**config.mk**
```make
export PLATFORM = sky130hd
export DESIGN_NAME = bbox_pixel_walker
export DESIGN_NICKNAME = d
export VERILOG_FILES = /design/src/rtl/bbox_pixel_walker.sv
export SDC_FILE = /design/constraint.sdc
export NUM_CORES = 1
export LEC_CHECK = 0
export CAP_MARGIN = 10
export CORE_MARGIN = 5
export CORE_UTILIZATION = 50
export CTS_BUF_LIST = sky130_fd_sc_hd__clkbuf_8 sky130_fd_sc_hd__clkbuf_16
export CTS_CLUSTER_DIAMETER = 30
export DETAILED_ROUTE_END_ITERATION = 8
export PLACE_DENSITY_LB_ADDON = 0.15
export SLEW_MARGIN = 5
export SYNTH_ARGS = -nofsm -noshare
export SYNTH_HDL_FRONTEND = slang
export SYNTH_SLANG_ARGS = --single-unit
```
**constraint.sdc**
```tcl
create_clock -name clk -period 3.7 [get_ports clk]
set_input_delay 0.37 -clock clk [delete_from_list [all_inputs] [get_ports clk]]
set_output_delay 0.37 -clock clk [all_outputs]
set_load 0.02 [all_outputs]
```
**src/rtl/bbox_pixel_walker.sv**
```systemverilog
// Rasterizer bounding-box consumer: clips a captured bbox to the screen and walks
// its pixels in raster order over a valid/ready stream, with a one-deep bbox queue.
module bbox_pixel_walker #(
    parameter int                DATA_W     = 16,
    parameter logic [DATA_W-1:0] SCREEN_MAX = DATA_W'(255)
) (
    input  logic              clk,
    input  logic              rst_n,
    input  logic              bbox_valid,
    input  logic [DATA_W-1:0] bbox_x_min,
    input  logic [DATA_W-1:0] bbox_x_max,
    input  logic [DATA_W-1:0] bbox_y_min,
    input  logic [DATA_W-1:0] bbox_y_max,
    output logic              pix_valid,
    input  logic              pix_ready,
    output logic [DATA_W-1:0] pix_x,
    output logic [DATA_W-1:0] pix_y,
    output logic              pix_last,
    output logic              done,
    output logic              busy,
    output logic              overrun
);

    typedef enum logic [1:0] {IDLE, LOAD, SCAN, DONE} state_t;

    state_t            state;
    logic [DATA_W-1:0] wx_min, wx_max, wy_min, wy_max;
    logic [DATA_W-1:0] qx_min, qx_max, qy_min, qy_max;
    logic              pend_full;
    logic [DATA_W-1:0] x_cnt, y_cnt;

    logic [DATA_W-1:0] cx_min, cx_max, cy_min, cy_max;
    logic              box_empty;
    logic              hs;
    logic              x_end, y_end;
    logic              take_in, take_pend, pend_wr, drop;

    function automatic logic [DATA_W-1:0] clip(input logic [DATA_W-1:0] v);
        return (v > SCREEN_MAX) ? SCREEN_MAX : v;
    endfunction

    assign cx_min    = clip(wx_min);
    assign cx_max    = clip(wx_max);
    assign cy_min    = clip(wy_min);
    assign cy_max    = clip(wy_max);
    assign box_empty = (cx_min > cx_max) || (cy_min > cy_max);

    assign hs    = pix_valid && pix_ready;
    assign x_end = (x_cnt == wx_max);
    assign y_end = (y_cnt == wy_max);

    // A queued bbox is drained from DONE, or from IDLE if it was queued during DONE.
    assign take_pend = pend_full && ((state == DONE) || (state == IDLE));
    assign take_in   = bbox_valid && (state == IDLE) && !pend_full;
    assign pend_wr   = bbox_valid && !take_in && (!pend_full || take_pend);
    assign drop      = bbox_valid && pend_full && !take_pend;

    assign pix_x = x_cnt;
    assign pix_y = y_cnt;
    assign busy  = (state != IDLE) || pend_full;

    // Limit registers carry data only and need no reset.
    always_ff @(posedge clk) begin
        if (take_pend) begin
            wx_min <= qx_min;
            wx_max <= qx_max;
            wy_min <= qy_min;
            wy_max <= qy_max;
        end else if (take_in) begin
            wx_min <= bbox_x_min;
            wx_max <= bbox_x_max;
            wy_min <= bbox_y_min;
            wy_max <= bbox_y_max;
        end else if (state == LOAD) begin
            wx_min <= cx_min;
            wx_max <= cx_max;
            wy_min <= cy_min;
            wy_max <= cy_max;
        end
        if (pend_wr) begin
            qx_min <= bbox_x_min;
            qx_max <= bbox_x_max;
            qy_min <= bbox_y_min;
            qy_max <= bbox_y_max;
        end
    end

    always_ff @(posedge clk or negedge rst_n) begin
        if (!rst_n) begin
            state     <= IDLE;
            pend_full <= 1'b0;
            overrun   <= 1'b0;
            pix_valid <= 1'b0;
            pix_last  <= 1'b0;
            x_cnt     <= '0;
            y_cnt     <= '0;
            done      <= 1'b0;
        end else begin
            done <= 1'b0;
            if (pend_wr)
                pend_full <= 1'b1;
            else if (take_pend)
                pend_full <= 1'b0;
            if (drop)
                overrun <= 1'b1;

            case (state)
                IDLE: begin
                    if (pend_full || bbox_valid)
                        state <= LOAD;
                end
                LOAD: begin
                    if (box_empty) begin
                        state <= DONE;
                        done  <= 1'b1;
                    end else begin
                        state     <= SCAN;
                        pix_valid <= 1'b1;
                        x_cnt     <= cx_min;
                        y_cnt     <= cy_min;
                        pix_last  <= (cx_min == cx_max) && (cy_min == cy_max);
                    end
                end
                SCAN: begin
                    if (hs) begin
                        if (!x_end) begin
                            x_cnt    <= x_cnt + DATA_W'(1);
                            pix_last <= ((x_cnt + DATA_W'(1)) == wx_max) && y_end;
                        end else if (!y_end) begin
                            x_cnt    <= wx_min;
                            y_cnt    <= y_cnt + DATA_W'(1);
                            pix_last <= (wx_min == wx_max) && ((y_cnt + DATA_W'(1)) == wy_max);
                        end else begin
                            state     <= DONE;
                            pix_valid <= 1'b0;
                            pix_last  <= 1'b0;
                            done      <= 1'b1;
                        end
                    end
                end
                DONE: begin
                    state <= pend_full ? LOAD : IDLE;
                end
                default: state <= IDLE;
            endcase
        end
    end

endmodule
```
; Yosys cells after proc, flatten, opt, wreduce, memory -nomap -nowiden
; Cells that the tools add are included.
[totals]
input_bits = 68
output_inout_bits = 37
ff_bits = 167
wordCells = 120
[op_classes]
order_cmp = 6
n_reduce_logical = 29
n_eq_ne = 17
add_sub_neg = 2
muxes = 50
[op_table]
columns = operator, count
row1 = two-way mux 16 bit, 24
row2 = equality test 16 bit, 7
row3 = greater-than comparator 16 x 8 -> 1 bit (second input constant), 4
row4 = case mux 16 bit (2 select lines), 2
row5 = adder 16 x 1 -> 16 bit (second input constant), 2
row6 = greater-than comparator 16 bit, 2
row7 = two-way mux 1 bit, 16
row8 = logical AND 1 bit, 11
row9 = != test 2 bit (second input constant), 5
row10 = AND reduction 5 bit, 2
row11 = two-way mux 2 bit, 4
row12 = case mux 2 bit (4 select lines), 1
row13 = AND reduction 4 bit, 2
row14 = case mux 1 bit (2 select lines), 3
row15 = nonzero test 2 bit, 3
row16 = logical OR 1 bit, 5
row17 = equality test 2 bit (second input constant), 2
row18 = zero test 1 bit, 3
row19 = != test 3 bit (second input constant), 1
row20 = AND reduction 3 bit, 1
row21 = nonzero test 3 bit, 1
row22 = equality test 2 x 1 -> 1 bit (second input constant), 1
row23 = zero test 2 bit, 1
row24 = != test 2 x 1 -> 1 bit (second input constant), 1

; Logic depth before layout (Yosys ltp)
; Gate-level depths: netlist of the first run.
[depth]
depth_word = 7
ltp_mapped = 15
mapped_depth_nobuf = 13

; Worst setup path after synthesis of the first run
; OpenSTA, ideal clock, no wires.
[synth_path]
path_kind = reg2reg
from = reg wx_min[11]
to = reg y_cnt[10], in the netlist pix_y[10]
arrival_time_ns = 3.322
t_required_ns = 3.631
period_less_slack_ns = 3.391
path_stages_with_launch = 13
setup_ns = 0.069
n_path_buf = 0
path_slack_ns = 0.309
cell_sequence = edfxtp_1 nor4_1 nand2_1 or2_2 ha_1 nand2_1 or4_1 or2_1 o311a_1 a31oi_4 o21ai_2 or4b_1 nand3_1
[synth_between]
elab_chain_len = 6
[synth_rtl]
columns = element, line_no
row1 = from (decl), 27  ; logic [DATA_W-1:0] wx_min, wx_max, wy_min, wy_max;
row2 = from (signal assigned), 65  ; wx_min <= qx_min;
row3 = from (signal assigned), 70  ; wx_min <= bbox_x_min;
row4 = from (signal assigned), 75  ; wx_min <= cx_min;
row5 = greater-than comparator 16 x 8 -> 1 bit, 39  ; return (v > SCREEN_MAX) ? SCREEN_MAX : v;
row6 = two-way mux 16 bit *, 39
row7 = greater-than comparator 16 bit *, 46  ; assign box_empty = (cx_min > cx_max) || (cy_min > cy_max);
row8 = logical OR 1 bit *, 46
row9 = != test 2 bit (no line) *, n/a
row10 = AND reduction 5 bit (no line) *, n/a
row11 = to (signal assigned), 120  ; y_cnt <= cy_min;
row12 = to (signal assigned), 131  ; y_cnt <= y_cnt + DATA_W'(1);
row13 = to (decl), 30  ; logic [DATA_W-1:0] x_cnt, y_cnt;
; Every way passes the cells marked *; elsewhere a longest branch is shown, timed or not.
; A chain may end at the register's enable or synchronous reset.

; Final worst setup path of the first run
[layout_path]
from = reg wx_min[11]
to = reg y_cnt[13], in the netlist pix_y[13]
; The elaborated chain is that of the path after synthesis.

==> results.json, run 1 <==
{
  "status": "finished, final reports clean",
  "setup.worst_path.class": "flop to flop",
  "clock_latency_ns": 0.43,
  "tightestPinTransition_ns": 1.04,
  "power.net_switching_uw": 4110,
  "r2r_start": "wx_min[11]$_DFFE_PP_",
  "clock_tree_from_tritoncts": "done",
  "timing.critical_path.from": "wx_min[11]$_DFFE_PP_",
  "diodes": 0,
  "layout.nets": 1135,
  "synthCells": 885,
  "grt-ovfl-total": 0,
  "place_hpwl_um": 17400,
  "r2r_slack_ns": 0.17,
  "synthesis.yosys.warnings": 0,
  "synth_enable_flop_cells": 128,
  "clock_skews_ns": 0.00642,
  "design.portCount": 105,
  "syn_area_per_cell_um2": 10.5,
  "yosys_cell_types": 67,
  "rsz0062_at_grt": "true",
  "area_delta_synth_final_pct": 23.9,
  "setup_violations": 0,
  "synth_common_cells": "sky130_fd_sc_hd__edfxtp_1, sky130_fd_sc_hd__nand2_1, sky130_fd_sc_hd__o21ai_0",
  "die_h_um": 146,
  "dpl_worst_slack_ns": -0.00464,
  "synth_seq_area_share_pct": 51.8,
  "floorplan.rows": 49,
  "detail_route.wl_per_cell_um": 18.6,
  "cts.htree.levels": 4,
  "reg_power_share_pct": 39.5,
  "drive_gt1_share_pct": 10.2,
  "hold_class": "primary input to async pin",
  "slew_headroom_pct": 30.5,
  "max_freq_mhz": 284,
  "synth_top_cells_by_area": "sky130_fd_sc_hd__edfxtp_1, sky130_fd_sc_hd__dfrtp_1, sky130_fd_sc_hd__ha_1",
  "p_clk_share_pct": 17.3,
  "finalWeightedCongestion": 0.911,
  "wl_um": 23600,
  "yosys_register_bits": 167,
  "totalNegativeSetupSlack_ns": 0,
  "drc_errors": 0,
  "maxSlewViolCount": 0,
  "post_cts_clock_slew_at_the_launch_and_capture_registers_of_the_worst_setup_and_hold_paths_ns": 0.07,
  "grt_util_all_layers_pct": 22.1,
  "maximum_count_of_clock_buffers_along_a_single_path": 2,
  "synth_top_cell_by_area": "sky130_fd_sc_hd__edfxtp_1",
  "count_of_non_filler_cells_in_the_finished_layout": 1270,
  "ctsRootBufferMaster": "sky130_fd_sc_hd__clkbuf_16",
  "yosys.cell_count.top_type": "sky130_fd_sc_hd__edfxtp_1",
  "drt.antenna.violating_nets": 0,
  "die_area_mm2": 0.0214,
  "grt_start_max_net_pins": 97,
  "dr_total_vias": 7310,
  "synthesis.area_mm2": 0.00930,
  "port_buffers": 104,
  "cts_made_buffers": 17,
  "critPathArrivalTime_ns": 3.89,
  "min_period_ns": 3.53,
  "first_global_vias": 6923,
  "timing.critical_path.to_type": "flop",
  "cap_violations": 0,
  "via_per_inst": 5.76,
  "drtIter0Drc": 528,
  "grt_antenna_before_repair": 0,
  "share_comb_of_total_power_pct": 43.2,
  "clkSinkCount": 167,
  "async_reset_ff_share_pct": 23.4,
  "cellLeakagePower_uw": 0.00438,
  "cell_internal_pwr_uw": 6050,
  "grt_pass1_wl_um": 37800,
  "place_inst": 1233,
  "synth-main-ff-cell": "sky130_fd_sc_hd__edfxtp_1",
  "floorplan.core_area_mm2": 0.0181,
  "netSwitchingFraction_pct": 40.4,
  "synthDominantCellAreaShare_pct": 41.3,
  "detailedRoute.firstPassIterationCount": 4,
  "timing_hold_violations_final": 0,
  "post-route-util_pct": 63.5,
  "initial_core_util_pct": 51.2,
  "post_dp_cell_area_mm2": 0.0108,
  "finalInstanceArea_mm2": 0.0115,
  "critical_path.max_fanout": 8,
  "irDropWorstVdd_mv": 0.475,
  "final_critical_path_setup_slack_ns": 0.174,
  "power_per_cell_area_mw_per_mm2": 882,
  "fillers": 1477,
  "chipWidth_um": 146,
  "period_share_pct": 95.3,
  "critPathRequiredTime_ns": 4.06,
  "worst_setup_path_start_kind": "flop"
}
## power groups by stage
stage                     clock (uW)  combinational, uW  sequential, uW
final                           1760               4390            4020
after global routing            1870               4830            4100
after floorplan                    0               2870            3890
after detailed placement           0               4310            3990
after CTS                       1790               4340            3960
after global placement             0               4260            3970
## per-layer routing
| layer | global-route usage, % | wire, um |
|---|---|---|
| met2 | 32.7 | 10400 |
| met5 | 0 | 0 |
| met3 | 4.77 | 1710 |
| met4 | 5.03 | 284 |
| met1 | 33.4 | 11200 |
## layout make-up
type / instances / area [um2] / share of cell area [%]
Clock buffer: 17 / 425 / 3.69
Clock inverter: 14 / 150 / 1.30
Inverter: 15 / 56.3 / 0.489
Sequential cell: 167 / 4820 / 41.8
Tap cell: 229 / 287 / 2.49
Timing Repair Buffer: 142 / 1350 / 11.7
Multi-Input combinational cell: 686 / 4440 / 38.5
## cells in the final DEF (no fill, tap or decap), drive strengths merged, types with 3 or more instances in the layout
cell type        n
a211o            6
a211oi           3
a21o             3
a21oi           30
a22o            32
and3             7
buf             39
clkbuf          17
clkdlybuf4s50  103
clkinv           3
conb            32
dfrtp           39
edfxtp         128
ha              38
inv             23
mux2i           22
nand2          117
nand3           33
nand3b           8
nand4           16
nor2            60
nor2b            5
nor3            11
nor3b            4
nor4            19
nor4bb           4
o211ai           8
o21ai           88
o221ai           5
o22ai            4
o311ai           4
o31ai            3
o32ai            3
or2             15
or3              3
or4              5
xnor2           29
xor2            38
## state kept, by name, indices dropped and copies added, names as in the netlist, 16 cells and up
| signal | cells |
|---|---|
| pix_y | 16 |
| qy_max | 16 |
| wy_max | 16 |
| qy_min | 16 |
| pix_x | 16 |
| wx_min | 16 |
| qx_min | 16 |
| qx_max | 16 |
| wx_max | 16 |
| wy_min | 16 |
## logic make-up after synthesis
family                     share of synthesized area [%]
AOI/OAI and AO/OA                                   14.7
xor gates and xnor gates                            6.31
buffers and inverters                               2.61
and+or+nand+nor                                     16.8
muxes                                               2.61
other                                             0.0808
DFF                                                 51.8
adders and majority gates                           5.11
## worst max-delay path, cell delays in order (launching register included)
cell and delay, ns:
sky130_fd_sc_hd__edfxtp_1 0.44, sky130_fd_sc_hd__nor4_2 0.30, sky130_fd_sc_hd__nand2_2 0.16, sky130_fd_sc_hd__or2_2 0.32, sky130_fd_sc_hd__ha_1 0.32, sky130_fd_sc_hd__a21oi_1 0.16, sky130_fd_sc_hd__o21ai_0 0.10, sky130_fd_sc_hd__a221o_1 0.32
sky130_fd_sc_hd__o311a_1 0.38, sky130_fd_sc_hd__a31oi_4 0.25, sky130_fd_sc_hd__o21ai_4 0.12, sky130_fd_sc_hd__or4b_1 0.51, sky130_fd_sc_hd__nand3_1 0.09
## final timing paths
check	to	cells after the start
min in group clk	qy_min[2]$_DFFE_PP_	1
worst min register to register	wy_max[3]$_DFFE_PP_	2
worst max-delay path	pix_y[13]$_DFFE_PN0P_	12
max in group asynchronous	pix_y[3]$_DFFE_PN0P_	1
worst max register to register	pix_y[13]$_DFFE_PN0P_	12
worst min-delay path	pix_x[12]$_DFFE_PN0P_	1
## through the flow
step | power (uW) | hold slack, ns
finish | 10200 | 0.0877
global route | 10800 | 0.171
CTS | 10100 | 0.108
detailed placement | 8310 | 0.507
global placement | 8230 | 0.503
floorplan | 6760 | 0.0744
## what timing repair did
| item | 4_1_cts | 5_1_grt |
|---|---|---|
| gates resized for setup | 1 | 15 |
| endpoints found under the setup margin | 6 | 31 |
| pin swaps | 0 | 5 |
| hold buffers | 0 | 0 |
| setup buffers | 0 | 6 |
| gates cloned | 0 | 0 |
No activity file was read; power rests on OpenSTA's default activity.
==> run 2: changes to the inputs <==
--- a/config.mk
+++ b/config.mk
@@ -12,7 +12,7 @@
 export CTS_CLUSTER_DIAMETER = 30
 export DETAILED_ROUTE_END_ITERATION = 8
 export PLACE_DENSITY_LB_ADDON = 0.15
-export SLEW_MARGIN = 5
+export SLEW_MARGIN = 20
 export SYNTH_ARGS = -nofsm -noshare
 export SYNTH_HDL_FRONTEND = slang
 export SYNTH_SLANG_ARGS = --single-unit
==> run 2 against run 1 <==
  * Register-to-register slack hardly changed
  * Combinational power is essentially flat
  * Wire length is essentially flat
  * Clock power barely moved
  * First-iteration DRC count increased by 2.1%
  * Sequential share of layout area shrank 0.11 points
  * Largest cell class unchanged
==> results.json, run 2 (same netlist as run 1, synthesis figures left out) <==
{
  "cp_cell_sequence": "nor4_2 > nand2_2 > or2_2 > ha_1 > a21oi_1 > o21ai_0 > a221o_1 > o311a_1 > a31oi_4 > o21ai_4 > or4b_1 > nand3_1",
  "ctsRootBufferMaster": "sky130_fd_sc_hd__clkbuf_16",
  "rsz0062_at_grt": "true",
  "die_area_mm2": 0.0214,
  "netSwitchingFraction_pct": 40.4,
  "area_delta_synth_final_pct": 24.2,
  "place_hpwl_um": 17400,
  "diodes": 0,
  "clock_skews_ns": 0.00789,
  "worst_setup_path_start_kind": "flop",
  "r2r_start": "wx_min[11]$_DFFE_PP_",
  "r2r_slack_ns": 0.19,
  "slew_headroom_pct": 30.0,
  "fillers": 1474,
  "design.portCount": 105,
  "timing_hold_violations_final": 0,
  "r2r_end": "pix_y[13]$_DFFE_PN0P_",
  "grt_util_all_layers_pct": 22.1,
  "die_h_um": 146,
  "grt_antenna_before_repair": 0,
  "min_period_ns": 3.51,
  "critical_path_buf_inv_count": 0,
  "clock_latency_ns": 0.43,
  "initial_core_util_pct": 51.2,
  "cell_internal_pwr_uw": 6060,
  "critPathArrivalTime_ns": 3.88,
  "chipWidth_um": 146,
  "finalWeightedCongestion": 0.911,
  "r2r_cells": 12,
  "maximum_count_of_clock_buffers_along_a_single_path": 2,
  "mostFrequentLayoutCells": "sky130_fd_sc_hd__edfxtp_1, sky130_fd_sc_hd__nand2_1, sky130_fd_sc_hd__clkdlybuf4s50_1",
  "layout_commonest_cell": "sky130_fd_sc_hd__edfxtp_1",
  "final_critical_path_setup_slack_ns": 0.189,
  "share_comb_of_total_power_pct": 43.1,
  "clock_tree_from_tritoncts": "done",
  "detail_route.wl_per_cell_um": 18.5,
  "first_global_vias": 6923,
  "detailedRoute.firstPassIterationCount": 5,
  "critical_path.max_fanout": 8,
  "slowest_delay_ns": 0.51,
  "clkSinkCount": 167,
  "max_freq_mhz": 285,
  "grt_start_max_net_pins": 97,
  "worst_path_max_delay_cell": "sky130_fd_sc_hd__or4b_1",
  "power.net_switching_uw": 4100,
  "dpl_worst_slack_ns": -0.00464,
  "timing.critical_path.from": "wx_min[11]$_DFFE_PP_",
  "finalHoldWorstSlack_ns": 0.353,
  "totalNegativeSetupSlack_ns": 0,
  "reg_power_share_pct": 39.5,
  "cellLeakagePower_uw": 0.00439,
  "grt_pass1_wl_um": 37800,
  "wl_um": 23600,
  "irDropWorstVdd_mv": 0.476,
  "tightestPinTransition_ns": 1.05,
  "maxSlewViolCount": 0,
  "via_per_inst": 5.74,
  "setup.worst_path.class": "flop to flop",
  "drt.antenna.violating_nets": 0,
  "p_clk_share_pct": 17.3,
  "cap_violations": 0,
  "floorplan.core_area_mm2": 0.0181,
  "drtIter0Drc": 539,
  "critical_path_cell_count": 12,
  "dr_total_vias": 7300,
  "drc_errors": 0,
  "power_per_cell_area_mw_per_mm2": 879,
  "floorplan.rows": 49,
  "timing.critical_path.to_type": "flop",
  "port_buffers": 104,
  "post_cts_clock_slew_at_the_launch_and_capture_registers_of_the_worst_setup_and_hold_paths_ns": 0.07,
  "cts.htree.levels": 4,
  "worst_setup_ep": "pix_y[13]$_DFFE_PN0P_",
  "setup_violations": 0,
  "worst_path_dominant_cell_family": "simple AND/OR/NAND/NOR gates",
  "period_share_pct": 94.9,
  "critPathRequiredTime_ns": 4.07,
  "layout.nets": 1137,
  "cts_made_buffers": 17,
  "drive_gt1_share_pct": 10.3,
  "grt-ovfl-total": 0,
  "hold_class": "primary input to async pin",
  "status": "finished, final reports clean"
}
run 2: changes by cell type in the layout (fill, tap and decap cells not counted):
cell,delta
sky130_fd_sc_hd__buf_12,+1
sky130_fd_sc_hd__dlygate4sd3_1,+1
run 2: worst reg2reg max path: stages, from the launching register on:
cell                       delay (ns)
sky130_fd_sc_hd__edfxtp_1        0.44
sky130_fd_sc_hd__nor4_2          0.30
sky130_fd_sc_hd__nand2_2         0.16
sky130_fd_sc_hd__or2_2           0.32
sky130_fd_sc_hd__ha_1            0.32
sky130_fd_sc_hd__a21oi_1         0.16
sky130_fd_sc_hd__o21ai_0         0.10
sky130_fd_sc_hd__a221o_1         0.32
sky130_fd_sc_hd__o311a_1         0.38
sky130_fd_sc_hd__a31oi_4         0.24
sky130_fd_sc_hd__o21ai_4         0.12
sky130_fd_sc_hd__or4b_1          0.51
sky130_fd_sc_hd__nand3_1         0.09
run 2: metrics by stage:
step | cells | utilization (%) | power, uW | area [um2]
after floorplan | 915 | - | 6760 | 9410
after global routing | 1272 | 63.7 | 10800 | 11600
after global placement | 1233 | 59.7 | 8230 | 10800
final | 1272 | 63.7 | 10200 | 11600
after CTS | 1264 | 62.9 | 10100 | 11400
after detailed placement | 1233 | 59.7 | 8310 | 10800
run 2: worst min-delay path by stage:
stage                                       end  slack, ns                 from  cells after the start
after floorplan                  done$_DFF_PN0_       0.07                rst_n                      0
after global placement      wx_max[7]$_DFFE_PP_       0.50  qx_max[7]$_DFFE_PP_                      2
after detailed placement    wy_max[2]$_DFFE_PP_       0.51  qy_max[2]$_DFFE_PP_                      2
after CTS                 pix_x[12]$_DFFE_PN0P_       0.11                rst_n                      1
after global routing       pix_x[8]$_DFFE_PN0P_       0.38                rst_n                      2
final                      pix_x[8]$_DFFE_PN0P_       0.35                rst_n                      2
run 2: final cells by class:
type / instances / area (um2) / area share [%]
Multi-Input combinational cell: 686 / 4440 / 38.4
Clock inverter: 14 / 150 / 1.30
Tap cell: 229 / 287 / 2.48
Timing Repair Buffer: 144 / 1380 / 11.9
Clock buffer: 17 / 425 / 3.68
Inverter: 15 / 56.3 / 0.487
Sequential cell: 167 / 4820 / 41.7
run 2: per-layer routing:
metal  routed length [um]  part of all wire (%)  vias up  global-route usage (%)
li1                     -                     -     3570                       -
met1                11300                    48     3475                    33.4
met2                10300                    44      236                    32.7
met3                 1640                   7.0       19                    4.77
met4                  271                   1.1        0                    5.03
met5                    0                     0        -                       0
run 2: what timing repair did:
item,CTS,global route
hold buffers,0,1
resized for setup,1,15
pin swaps,0,5
hold endpoints to repair,0,10
setup buffers,0,6
setup endpoints to repair,6,31
run 2: power groups by stage:
stage	registers (uW)	clock network [uW]	logic (uW)
2_1_floorplan	3890	0	2870
3_3_place_gp	3970	0	4260
3_5_place_dp	3990	0	4310
4_1_cts	3960	1790	4340
5_1_grt	4100	1870	4830
6_report	4010	1760	4380
